File: config.mk
export PLATFORM = sky130hd
export DESIGN_NAME = seg_decoder_personaje
export DESIGN_NICKNAME = d
export VERILOG_FILES = /design/src/rtl/seg_decoder_personaje.sv
export SDC_FILE = /design/constraint.sdc
export NUM_CORES = 1
export LEC_CHECK = 0
export BUFFER_PORTS_ARGS = -buffer_cell sky130_fd_sc_hd__buf_2
export CORE_UTILIZATION = 53
export CTS_CLUSTER_SIZE = 20
export DETAILED_ROUTE_END_ITERATION = 7
export PLACE_DENSITY = 0.78
export SLEW_MARGIN = 20
export SYNTH_ARGS = -nofsm -noshare
export SYNTH_HDL_FRONTEND = slang
export SYNTH_SLANG_ARGS = --single-unit
File: constraint.sdc
create_clock -name clk -period 2.7 [get_ports clk]
set_clock_uncertainty 0.05 [all_clocks]
set_input_delay 0.54 -clock clk [delete_from_list [all_inputs] [get_ports clk]]
set_output_delay 0.54 -clock clk [all_outputs]
set_load 0.1 [all_outputs]
File: src/rtl/seg_decoder_personaje.sv
// Debounced 7-segment character decoder: hero/move code 2 edges after the STABLE_N-th equal strobe, no backpressure.
// Optional saturating error counter enabled by macro SEGDEC_ERRCNT_EN (err_count is tied to 0 otherwise).
module seg_decoder_personaje #(
  parameter int unsigned STABLE_N = 4
) (
  input  logic       clk,
  input  logic       rst,
  input  logic [6:0] seg_in,
  input  logic       sample_en,
  output logic [2:0] heroe_out,
  output logic [1:0] mov_out,
  output logic       valid,
  output logic       err,
  output logic [7:0] err_count
);

  typedef enum logic [1:0] {
    IDLE   = 2'd0,
    TRACK  = 2'd1,
    DECODE = 2'd2,
    HOLD   = 2'd3
  } state_t;

  localparam logic [3:0] LP_STABLE = 4'(STABLE_N);
  localparam bit         LP_ONE    = (STABLE_N == 1);

  state_t     r_state;
  state_t     w_state_nxt;
  logic [6:0] r_cand;
  logic [6:0] w_cand_nxt;
  logic [3:0] r_cnt;
  logic [3:0] w_cnt_nxt;
  logic [3:0] w_cnt_inc;
  logic       w_restart;

  logic [2:0] r_heroe;
  logic [1:0] r_mov;
  logic       r_valid;
  logic       r_err;

  logic       w_legal;
  logic       w_is_mov;
  logic [2:0] w_dec_heroe;
  logic [1:0] w_dec_mov;

  assign w_cnt_inc = r_cnt + 4'd1;

  // Character table: hero glyphs set heroe_out, movement glyphs leave it alone.
  always_comb begin
    w_legal     = 1'b1;
    w_is_mov    = 1'b0;
    w_dec_heroe = 3'd0;
    w_dec_mov   = 2'd0;
    case (r_cand)
      7'b0111110: w_dec_heroe = 3'd1;
      7'b0000110: w_dec_heroe = 3'd2;
      7'b1100111: w_dec_heroe = 3'd3;
      7'b1000111: w_dec_heroe = 3'd4;
      7'b1001111: w_dec_heroe = 3'd5;
      7'b0000000: w_dec_heroe = 3'd0;
      7'b1000000: begin w_is_mov = 1'b1; w_dec_mov = 2'd1; end
      7'b0000001: begin w_is_mov = 1'b1; w_dec_mov = 2'd2; end
      7'b0001000: begin w_is_mov = 1'b1; w_dec_mov = 2'd3; end
      default:    w_legal = 1'b0;
    endcase
  end

  always_comb begin
    w_state_nxt = r_state;
    w_cand_nxt  = r_cand;
    w_cnt_nxt   = r_cnt;
    w_restart   = 1'b0;
    case (r_state)
      IDLE: begin
        if (sample_en) w_restart = 1'b1;
      end
      TRACK: begin
        if (sample_en) begin
          if (seg_in == r_cand) begin
            w_cnt_nxt = w_cnt_inc;
            if (w_cnt_inc == LP_STABLE) w_state_nxt = DECODE;
          end else begin
            w_restart = 1'b1;
          end
        end
      end
      DECODE: begin
        w_state_nxt = HOLD;
      end
      HOLD: begin
        if (sample_en && (seg_in != r_cand)) w_restart = 1'b1;
      end
      default: begin
        w_state_nxt = IDLE;
      end
    endcase
    // A new pattern always opens a fresh run of length one.
    if (w_restart) begin
      w_cand_nxt  = seg_in;
      w_cnt_nxt   = 4'd1;
      w_state_nxt = LP_ONE ? DECODE : TRACK;
    end
  end

  always_ff @(posedge clk) begin
    if (rst) begin
      r_state <= IDLE;
      r_cand  <= 7'd0;
      r_cnt   <= 4'd0;
    end else begin
      r_state <= w_state_nxt;
      r_cand  <= w_cand_nxt;
      r_cnt   <= w_cnt_nxt;
    end
  end

  always_ff @(posedge clk) begin
    if (rst) begin
      r_heroe <= 3'd0;
      r_mov   <= 2'd0;
      r_valid <= 1'b0;
      r_err   <= 1'b0;
    end else begin
      r_valid <= 1'b0;
      r_err   <= 1'b0;
      if (r_state == DECODE) begin
        if (w_legal) begin
          r_valid <= 1'b1;
          r_mov   <= w_dec_mov;
          if (!w_is_mov) r_heroe <= w_dec_heroe;
        end else begin
          r_err <= 1'b1;
        end
      end
    end
  end

`ifdef SEGDEC_ERRCNT_EN
  logic [7:0] r_err_count;

  always_ff @(posedge clk) begin
    if (rst) begin
      r_err_count <= 8'd0;
    end else if ((r_state == DECODE) && !w_legal && (r_err_count != 8'hFF)) begin
      r_err_count <= r_err_count + 8'd1;
    end
  end

  assign err_count = r_err_count;
`else
  assign err_count = 8'd0;
`endif

  assign heroe_out = r_heroe;
  assign mov_out   = r_mov;
  assign valid     = r_valid;
  assign err       = r_err;

  a_pulse_excl: assert property (@(posedge clk) !(r_valid && r_err));

endmodule
==> impl_metrics.json, run 1 <==
{
  "crit_required_ns": 2.83,
  "via_count": 954,
  "hold_class": "reg2reg",
  "outcome": "complete, no violations",
  "fin_crit_sh_pct": 77.73,
  "critPathCaptureType": "register",
  "syn_to_final_growth_pct": 4.683,
  "rows": 16,
  "diodes": 0,
  "p_leak_nw": 0.4788,
  "worstHoldEndpoint": "heroe_out[1]",
  "gp_congestion": 0.7593,
  "viasPerCell": 5.612,
  "r2r_start": "r_cand[0]",
  "final_util_pct": 61.64,
  "cts_buffers": 3,
  "cts.path.max_buffers": 2,
  "wl_per_cell_microns": 12.50,
  "final-max-slew-violation-count": 0,
  "avgSynthCellArea_sq_um": 9.041,
  "clkTransAtPathRegs_ns": 0.11,
  "powerDensity_nw_per_um2": 466.9,
  "drtAntennaViolNets": 0,
  "met2_length_microns": 1055,
  "postCtsSetupRepairBufs": 0,
  "yosys_warnings": 0,
  "dp_hpwl_microns": 1572,
  "dieArea_sq_um": 2463,
  "wl_microns": 2125,
  "min_path_cells": 2,
  "wl_met1_microns": 955,
  "top_layer_used": "met4",
  "grt_setup_unrepaired": "no",
  "seq_area_sq_um": 400.4,
  "cts_tree": "done",
  "cts-htree-levels": 1,
  "antenna_found_initial": 0,
  "grt_first_pass_wirelength_microns": 3608,
  "cts_hold_buf": 0,
  "post_cts_resized": 0,
  "r2r_setup_slack_ns": 0.60,
  "p_total_mw": 0.5877,
  "core-area_sq_um": 2042,
  "clockRootBuffer": "clkbuf_4",
  "synth.distinct_cells": 39,
  "mappedNetlistArea_sq_um": 1202,
  "hold_slack_ns": 0.4248,
  "setup_violations": 0,
  "relSlewSlack_pct": 65.00,
  "path_max_fanout": 13,
  "startpoint": "r_cand[0]",
  "post-route-min-period_ns": 2.099,
  "final_nets": 156,
  "dieHeight_microns": 49.63,
  "fin_ws_ns": 0.6014,
  "worstHoldStart": "heroe_out[1]",
  "drv_cap": 0,
  "grt_start_max_net_pins": 23,
  "numPortBuffers": 16,
  "firstDrtPassIters": 4,
  "hold_viol": 0,
  "initial_core_util_pct": 58.88,
  "dp_cells": 167,
  "synthCells": 133,
  "worst_r2r_path_depth": 6,
  "synth_seq_area_share_pct": 33.30,
  "setup-tns-final_ns": 0,
  "grt_usage_pct": 18.80,
  "place_ws_ns": 0.5893,
  "die_width_microns": 49.63,
  "ys_ff_latch": 20,
  "worst_pin_slew_ns": 0.5206,
  "io_pins": 25,
  "crit_type": "reg2reg",
  "multi_input_area_sq_um": 706.9,
  "fin_cells": 170,
  "cts_sinks": 20,
  "r2r_end": "r_cand[0]",
  "drc_errors": 0,
  "drt_iter0_drc": 38,
  "arrival_ns": 2.23,
  "grt_pass1_vias": 878,
  "fillers": 181,
  "clk_latency_ns": 0.29,
  "dpl_cell_area_sq_um": 1236,
  "drive_gt1_share_pct": 19.58,
  "wl_met3_microns": 91,
  "vdd_drop_max_mv": 0.3889,
  "grt_overflow": 0,
  "fin_area_sq_um": 1259,
  "start_kind": "register",
  "max_freq_ghz": 0.4765
}
-- sequential cells by signal, indices dropped and copies added (netlist names) --
register	count
heroe_out	3
r_cnt	4
valid	1
r_state	2
mov_out	2
err	1
r_cand	7
-- Yosys cell counts --
cell,n,area share (%)
a2111o_1,1,0.94
a2111oi_4,2,4.6
a211o_1,1,0.73
a211oi_1,1,0.62
a21oi_1,4,1.7
a31oi_1,1,0.52
buf_2,3,1.2
buf_4,10,6.2
buf_6,1,0.94
clkbuf_1,2,0.62
clkbuf_2,1,0.42
conb_1,1,0.31
dfxtp_1,20,33
ha_1,1,1.0
inv_1,2,0.62
mux2i_1,12,10
nand2_1,6,1.9
nand2b_1,4,2.1
nand3_1,2,0.83
nand3b_1,2,1.2
nand4_1,5,2.6
nor2_1,15,4.7
nor2_4,1,0.94
nor2b_1,1,0.52
nor3_1,4,1.7
nor3_2,1,0.83
nor3b_1,1,0.62
nor4_2,1,1.0
o211ai_1,1,0.62
o21ai_0,5,2.1
o21bai_1,1,0.62
o31ai_1,1,0.62
or2_2,1,0.52
or3_1,2,1.0
or4_1,2,1.2
or4_4,1,0.94
or4b_2,1,0.83
xnor2_1,11,8.0
xor2_1,1,0.73
-- report_power, final --
| part | switching, mW | leakage (nW) | total, mW | internal [mW] |
|---|---|---|---|---|
| registers | 0.0212 | 0.163 | 0.325 | 0.303 |
| clock network | 0.0838 | 0.0138 | 0.136 | 0.0519 |
| logic | 0.0882 | 0.302 | 0.127 | 0.0393 |
| total | 0.193 | 0.479 | 0.588 | 0.394 |
-- cells in the final DEF, fill, tap and decap left out, types with 2 or more instances in the layout --
cell type	count
dfxtp_1	20
or4_1	2
a21oi_1	4
conb_1	8
buf_2	16
nor3_1	4
nand3b_1	2
o21ai_0	5
or3_1	2
xnor2_1	11
nand4_1	5
nand3_1	2
nor2_1	15
mux2i_1	12
clkbuf_4	3
nand2_1	6
a2111oi_4	2
inv_1	2
nand2b_1	4
-- worst max-delay path, cell delays in order (launching register included) --
cell      delay (ns)
dfxtp_1         0.64
xnor2_1         0.19
nand4_1         0.20
o211ai_1        0.38
buf_4           0.25
mux2i_1         0.21
nor2_1          0.06
-- cell families after synthesis --
kind of cell | count (synthesis) | synth area share, %
other | 1 | 0.3119
buffers and inverters | 19 | 10.09
AND/OR/NAND/NOR | 50 | 23.52
AO/OA/AOI/OAI | 18 | 13.01
multiplexers | 12 | 9.990
adder cells (fa/ha/maj) | 1 | 1.040
flip-flops | 20 | 33.30
XOR/XNOR | 12 | 8.741
-- final cells by class --
class | instances | share of cell area, %
Multi-Input combinational cell | 101 | 56.16
Sequential cell | 20 | 31.81
Timing Repair Buffer | 17 | 6.958
Tap cell | 27 | 2.684
Clock buffer | 3 | 1.789
Inverter | 2 | 0.5964
-- metal layers --
layer,vias to the layer above,global-route usage [%]
li1,472,-
met2,30,33.33
met5,-,0
met3,6,6.173
met4,0,5.714
met1,446,21.01
-- worst max-delay path by stage --
stage | endpoint | slack, ns | depth (start not counted)
global placement | r_cand[0] | 0.67 | 7
finish | r_cand[0] | 0.60 | 6
floorplan | heroe_out[0] | 0.86 | 6
CTS | r_cand[0] | 0.59 | 6
global route | r_cand[3] | 0.38 | 6
detailed placement | r_cand[0] | 0.59 | 7
Power figures use the tool's default switching activity.
==> run 2: changes to the inputs <==
==> constraint.sdc (replaced) <==
create_clock -name clk -period 2.2 [get_ports clk]
set_clock_uncertainty 0.05 [all_clocks]
set_input_delay 0.44 -clock clk [delete_from_list [all_inputs] [get_ports clk]]
set_output_delay 0.44 -clock clk [all_outputs]
set_load 0.1 [all_outputs]
==> run 2 against run 1 <==
Core utilization increased by 2.6 points. Cell count is 2.4% higher. Design area is 4.2% higher. Critical endpoint is now heroe_out[0]. Largest cell class unchanged.
==> impl_metrics.json, run 2 (synthesis results as in run 1) <==
{
  "vdd_drop_max_mv": 0.4912,
  "syn_to_final_growth_pct": 9.053,
  "dieArea_sq_um": 2463,
  "path_max_fanout": 9,
  "cts-htree-levels": 1,
  "grt_setup_unrepaired": "no",
  "antenna_found_initial": 0,
  "grt_pass1_vias": 896,
  "powerDensity_nw_per_um2": 655.7,
  "crit_slowest_cell": "or4_4",
  "outcome": "complete, no violations",
  "die_width_microns": 49.63,
  "place_ws_ns": 0.2260,
  "p_total_mw": 0.8598,
  "initial_core_util_pct": 58.88,
  "grt_first_pass_wirelength_microns": 3815,
  "clk_latency_ns": 0.30,
  "dieHeight_microns": 49.63,
  "wl_microns": 2261,
  "fin_crit_sh_pct": 91.19,
  "numPortBuffers": 16,
  "arrival_ns": 2.19,
  "post-route-min-period_ns": 2.006,
  "grt_overflow": 0,
  "max_freq_ghz": 0.4985,
  "viasPerCell": 5.557,
  "slowest_delay_ns": 0.62,
  "r2r_start": "r_cand[4]",
  "hold_class": "in2reg",
  "cts_buffers": 3,
  "hold_slack_ns": 0.3463,
  "largest_reg_flops": 7,
  "drv_cap": 0,
  "gp_congestion": 0.8579,
  "clkTransAtPathRegs_ns": 0.12,
  "max_flop_register": "r_cand",
  "cts_hold_buf": 0,
  "cp_num_buf_inv": 0,
  "clockRootBuffer": "clkbuf_4",
  "postCtsSetupRepairBufs": 0,
  "drive_gt1_share_pct": 21.77,
  "cts_tree": "done",
  "final_cell_mix": "dfxtp_1 (20), buf_2 (16), nor2_1 (15)",
  "via_count": 967,
  "hold_viol": 0,
  "r2r_end": "heroe_out[0]",
  "worstHoldEndpoint": "r_cand[5]",
  "fillers": 190,
  "core-area_sq_um": 2042,
  "worst_r2r_path_depth": 5,
  "crit_required_ns": 2.39,
  "wl_per_cell_microns": 12.99,
  "grt_start_max_net_pins": 23,
  "grt_usage_pct": 20.01,
  "drc_errors": 0,
  "min_path_cells": 3,
  "rows": 16,
  "setup_violations": 0,
  "p_leak_nw": 0.5082,
  "io_pins": 25,
  "worstHoldStart": "seg_in[5]",
  "drtAntennaViolNets": 0,
  "fin_ws_ns": 0.1938,
  "final_nets": 159,
  "final-max-slew-violation-count": 0,
  "crit_type": "reg2reg",
  "cts.path.max_buffers": 2,
  "dp_hpwl_microns": 1700,
  "start_kind": "register",
  "setup-tns-final_ns": 0,
  "post_cts_resized": 0,
  "diodes": 0,
  "critPathTopFamily": "simple AND/OR/NAND/NOR gates",
  "path_cells": "or4_4 > a2111oi_4 > nor3_2 > nor2_4 > mux2i_1",
  "critPathCaptureType": "register",
  "layout_commonest_cell": "dfxtp_1",
  "firstDrtPassIters": 4,
  "cts_sinks": 20,
  "r2r_setup_slack_ns": 0.19,
  "drt_iter0_drc": 24
}
==> run 2: final cells by class <==
cell class / instances / area (sq um) / area share, %
clock buffers: 3 / 22.52 / 1.718
multi-input cells: 101 / 706.9 / 53.91
inverters: 2 / 7.507 / 0.5725
flip-flops and latches: 20 / 400.4 / 30.53
repair buffers: 20 / 110.1 / 8.397
clock inverters: 1 / 30.03 / 2.290
well taps: 27 / 33.78 / 2.576
==> run 2: tightest hold or removal path: cells and delay by family <==
| kind | cells | cell delay, ns |
|---|---|---|
| AND/OR/NAND/NOR | 1 | 0.07 |
| buffers and inverters | 1 | 0.09 |
| multiplexers | 1 | 0.06 |
==> run 2: where the power goes <==
| group | switching, mW | internal, mW |
|---|---|---|
| clock network | 0.115 | 0.184 |
| registers | 0.0210 | 0.372 |
| logic | 0.115 | 0.0522 |
==> run 2: worst max path at each step <==
stage                              end  startpoint  depth (start not counted)  slack (ns)
after detailed placement  heroe_out[2]   r_cand[4]                          5        0.23
after floorplan           heroe_out[0]   r_cand[4]                          6        0.36
after CTS                 heroe_out[0]   r_cand[4]                          5        0.20
after global placement    heroe_out[0]   r_cand[4]                          5        0.26
after global routing          r_cnt[3]   r_cand[0]                          5        0.05
final                     heroe_out[0]   r_cand[4]                          5        0.19
==> run 2: per-stage QoR <==
| stage | cell area, sq um | instances | utilization, % |
|---|---|---|---|
| 3_5_place_dp | 1259 | 170 | 61.64 |
| 4_1_cts | 1311 | 174 | 64.22 |
| 5_1_grt | 1311 | 174 | 64.22 |
| 2_1_floorplan | 1229 | 140 | - |
| 3_3_place_gp | 1259 | 170 | 61.64 |
| 6_report | 1311 | 174 | 64.22 |
==> run 2: metal layers <==
metal	up-vias	wire, microns	GRT usage, %
li1	474	-	-
met1	459	967	23.44
met2	32	1187	36.26
met3	2	94	2.778
met4	0	12	7.619
met5	-	0	0
==> run 3: changes to the inputs <==
--- a/config.mk
+++ b/config.mk
@@ -10,6 +10,7 @@
 export CTS_CLUSTER_SIZE = 20
 export DETAILED_ROUTE_END_ITERATION = 7
 export PLACE_DENSITY = 0.78
+export REMOVE_ABC_BUFFERS = 1
 export SLEW_MARGIN = 20
 export SYNTH_ARGS = -nofsm -noshare
 export SYNTH_HDL_FRONTEND = slang
==> run 3 against run 2 <==
Register-to-register slack is essentially flat. Combinational power is essentially flat. First-iteration DRC count down 63%. Die area stayed put. Sequential share of layout area grew 0.38 points. Core utilization shrank 0.80 points. Largest power group unchanged.
==> impl_metrics.json, run 3 (synthesis results as in run 1) <==
{
  "worst_r2r_path_depth": 5,
  "path_cells": "or4_4 > a2111oi_4 > nor3_2 > nor2_4 > mux2i_1",
  "hold_viol": 0,
  "viasPerCell": 5.270,
  "io_pins": 25,
  "drtAntennaViolNets": 0,
  "fillers": 197,
  "largest_reg_flops": 7,
  "setup_violations": 0,
  "p_leak_nw": 0.5013,
  "wl_per_cell_microns": 12.21,
  "power.switching_mw": 0.2505,
  "drt_iter0_drc": 9,
  "layout_commonest_cell": "dfxtp_1",
  "final_cell_mix": "dfxtp_1 (20), buf_2 (16), nor2_1 (15)",
  "cts.path.max_buffers": 2,
  "final-max-slew-violation-count": 0,
  "max_flop_register": "r_cand",
  "antenna_found_initial": 0,
  "grt_start_max_net_pins": 23,
  "final_nets": 159,
  "max_freq_ghz": 0.4983,
  "r2r_end": "heroe_out[2]",
  "cts_tree": "done",
  "postCtsSetupRepairBufs": 0,
  "p_total_mw": 0.7762,
  "path_max_fanout": 9,
  "fin_crit_sh_pct": 91.21,
  "worstHoldEndpoint": "r_cand[6]",
  "die_width_microns": 49.63,
  "r2r_start": "r_cand[4]",
  "powerDensity_nw_per_um2": 599.4,
  "dp_hpwl_microns": 1623,
  "drc_errors": 0,
  "via_count": 917,
  "crit_slowest_cell": "or4_4",
  "fin_ws_ns": 0.1933,
  "slowest_delay_ns": 0.61,
  "firstDrtPassIters": 4,
  "swShare_pct": 32.27,
  "crit_required_ns": 2.39,
  "arrival_ns": 2.20,
  "outcome": "complete, no violations",
  "clockRootBuffer": "clkbuf_4",
  "grt_pass1_vias": 873,
  "wl_microns": 2124,
  "initial_core_util_pct": 58.88,
  "comb_power_share_pct": 21.3,
  "clkTransAtPathRegs_ns": 0.11,
  "p_int_mw": 0.5257,
  "gp_congestion": 0.8215,
  "cts_hold_buf": 0,
  "post-route-min-period_ns": 2.007,
  "seqPwrFrac_pct": 50.6,
  "grt_setup_unrepaired": "no",
  "core-area_sq_um": 2042,
  "critPathCaptureType": "register",
  "relSlewSlack_pct": 65.91,
  "dieArea_sq_um": 2463,
  "hold_slack_ns": 0.3365,
  "numPortBuffers": 16,
  "clk_latency_ns": 0.31,
  "dieHeight_microns": 49.63,
  "cts_buffers": 3,
  "diodes": 0,
  "start_kind": "register",
  "vdd_drop_max_mv": 0.4304,
  "min_path_cells": 3,
  "setup-tns-final_ns": 0,
  "rows": 16,
  "drv_cap": 0,
  "cts_sinks": 20,
  "worst_pin_slew_ns": 0.5072,
  "syn_to_final_growth_pct": 7.700,
  "grt_usage_pct": 21.03,
  "power_frac_clock_pct": 28.1,
  "drive_gt1_share_pct": 21.77,
  "r2r_setup_slack_ns": 0.19,
  "worstHoldStart": "seg_in[6]",
  "grt_overflow": 0,
  "hold_class": "in2reg",
  "post_cts_resized": 0,
  "place_ws_ns": 0.2080,
  "crit_type": "reg2reg",
  "grt_first_pass_wirelength_microns": 3891,
  "cts-htree-levels": 1
}
run 3: cell count changes in the layout (fill, tap and decap cells not counted):
cell / previous run / this run
bufinv_16: 1 / 0
clkbuf_8: 0 / 1
run 3: layout make-up:
class / instances / area (sq um) / share of cell area (%)
multi-input cells: 101 / 706.9 / 54.59
flip-flops and latches: 20 / 400.4 / 30.92
repair buffers: 20 / 110.1 / 8.502
clock buffers: 4 / 36.28 / 2.802
well taps: 27 / 33.78 / 2.609
inverters: 2 / 7.507 / 0.5797
run 3: how the worst max path moves through the flow:
stage | cells past startpoint | endpoint | start | slack [ns]
after floorplan | 5 | r_cand[0] | r_cand[0] | 0.10
after global placement | 5 | heroe_out[0] | r_cand[4] | 0.24
after detailed placement | 5 | r_cnt[3] | r_cand[0] | 0.21
after CTS | 5 | r_cnt[3] | r_cand[0] | 0.18
after global routing | 5 | r_cnt[3] | r_cand[0] | 0.009
final | 5 | heroe_out[2] | r_cand[4] | 0.19
run 3: power by group through the flow:
stage          Sequential (mW)  Combinational, mW  Clock, mW
4_1_cts                  0.393              0.166      0.226
2_1_floorplan            0.400              0.129          0
5_1_grt                  0.396              0.178      0.240
6_report                 0.393              0.165      0.218
3_5_place_dp             0.401              0.165          0
3_3_place_gp             0.400              0.164          0
run 3: through the flow:
stage               instance area [sq um]  std cells  utilization, %
floorplan                            1115        123               -
global placement                     1259        170           61.64
detailed placement                   1259        170           61.64
CTS                                  1295        174           63.42
global route                         1295        174           63.42
finish                               1295        174           63.42
run 3: critical path: cells and delay by family (launching register included):
kind	cells	cell delay, ns
and+or+nand+nor	3	0.91
DFF	1	0.43
AOI/OAI and AO/OA	1	0.34
muxes	1	0.21
run 3: per-layer routing:
layer / global-route usage (%) / part of all wire, % / up-vias
met2: 32.21 / 44 / 27
met3: 6.173 / 4.9 / 7
met5: 0 / 0 / -
met1: 26.23 / 48 / 408
met4: 11.43 / 2.6 / 0
li1: - / - / 475
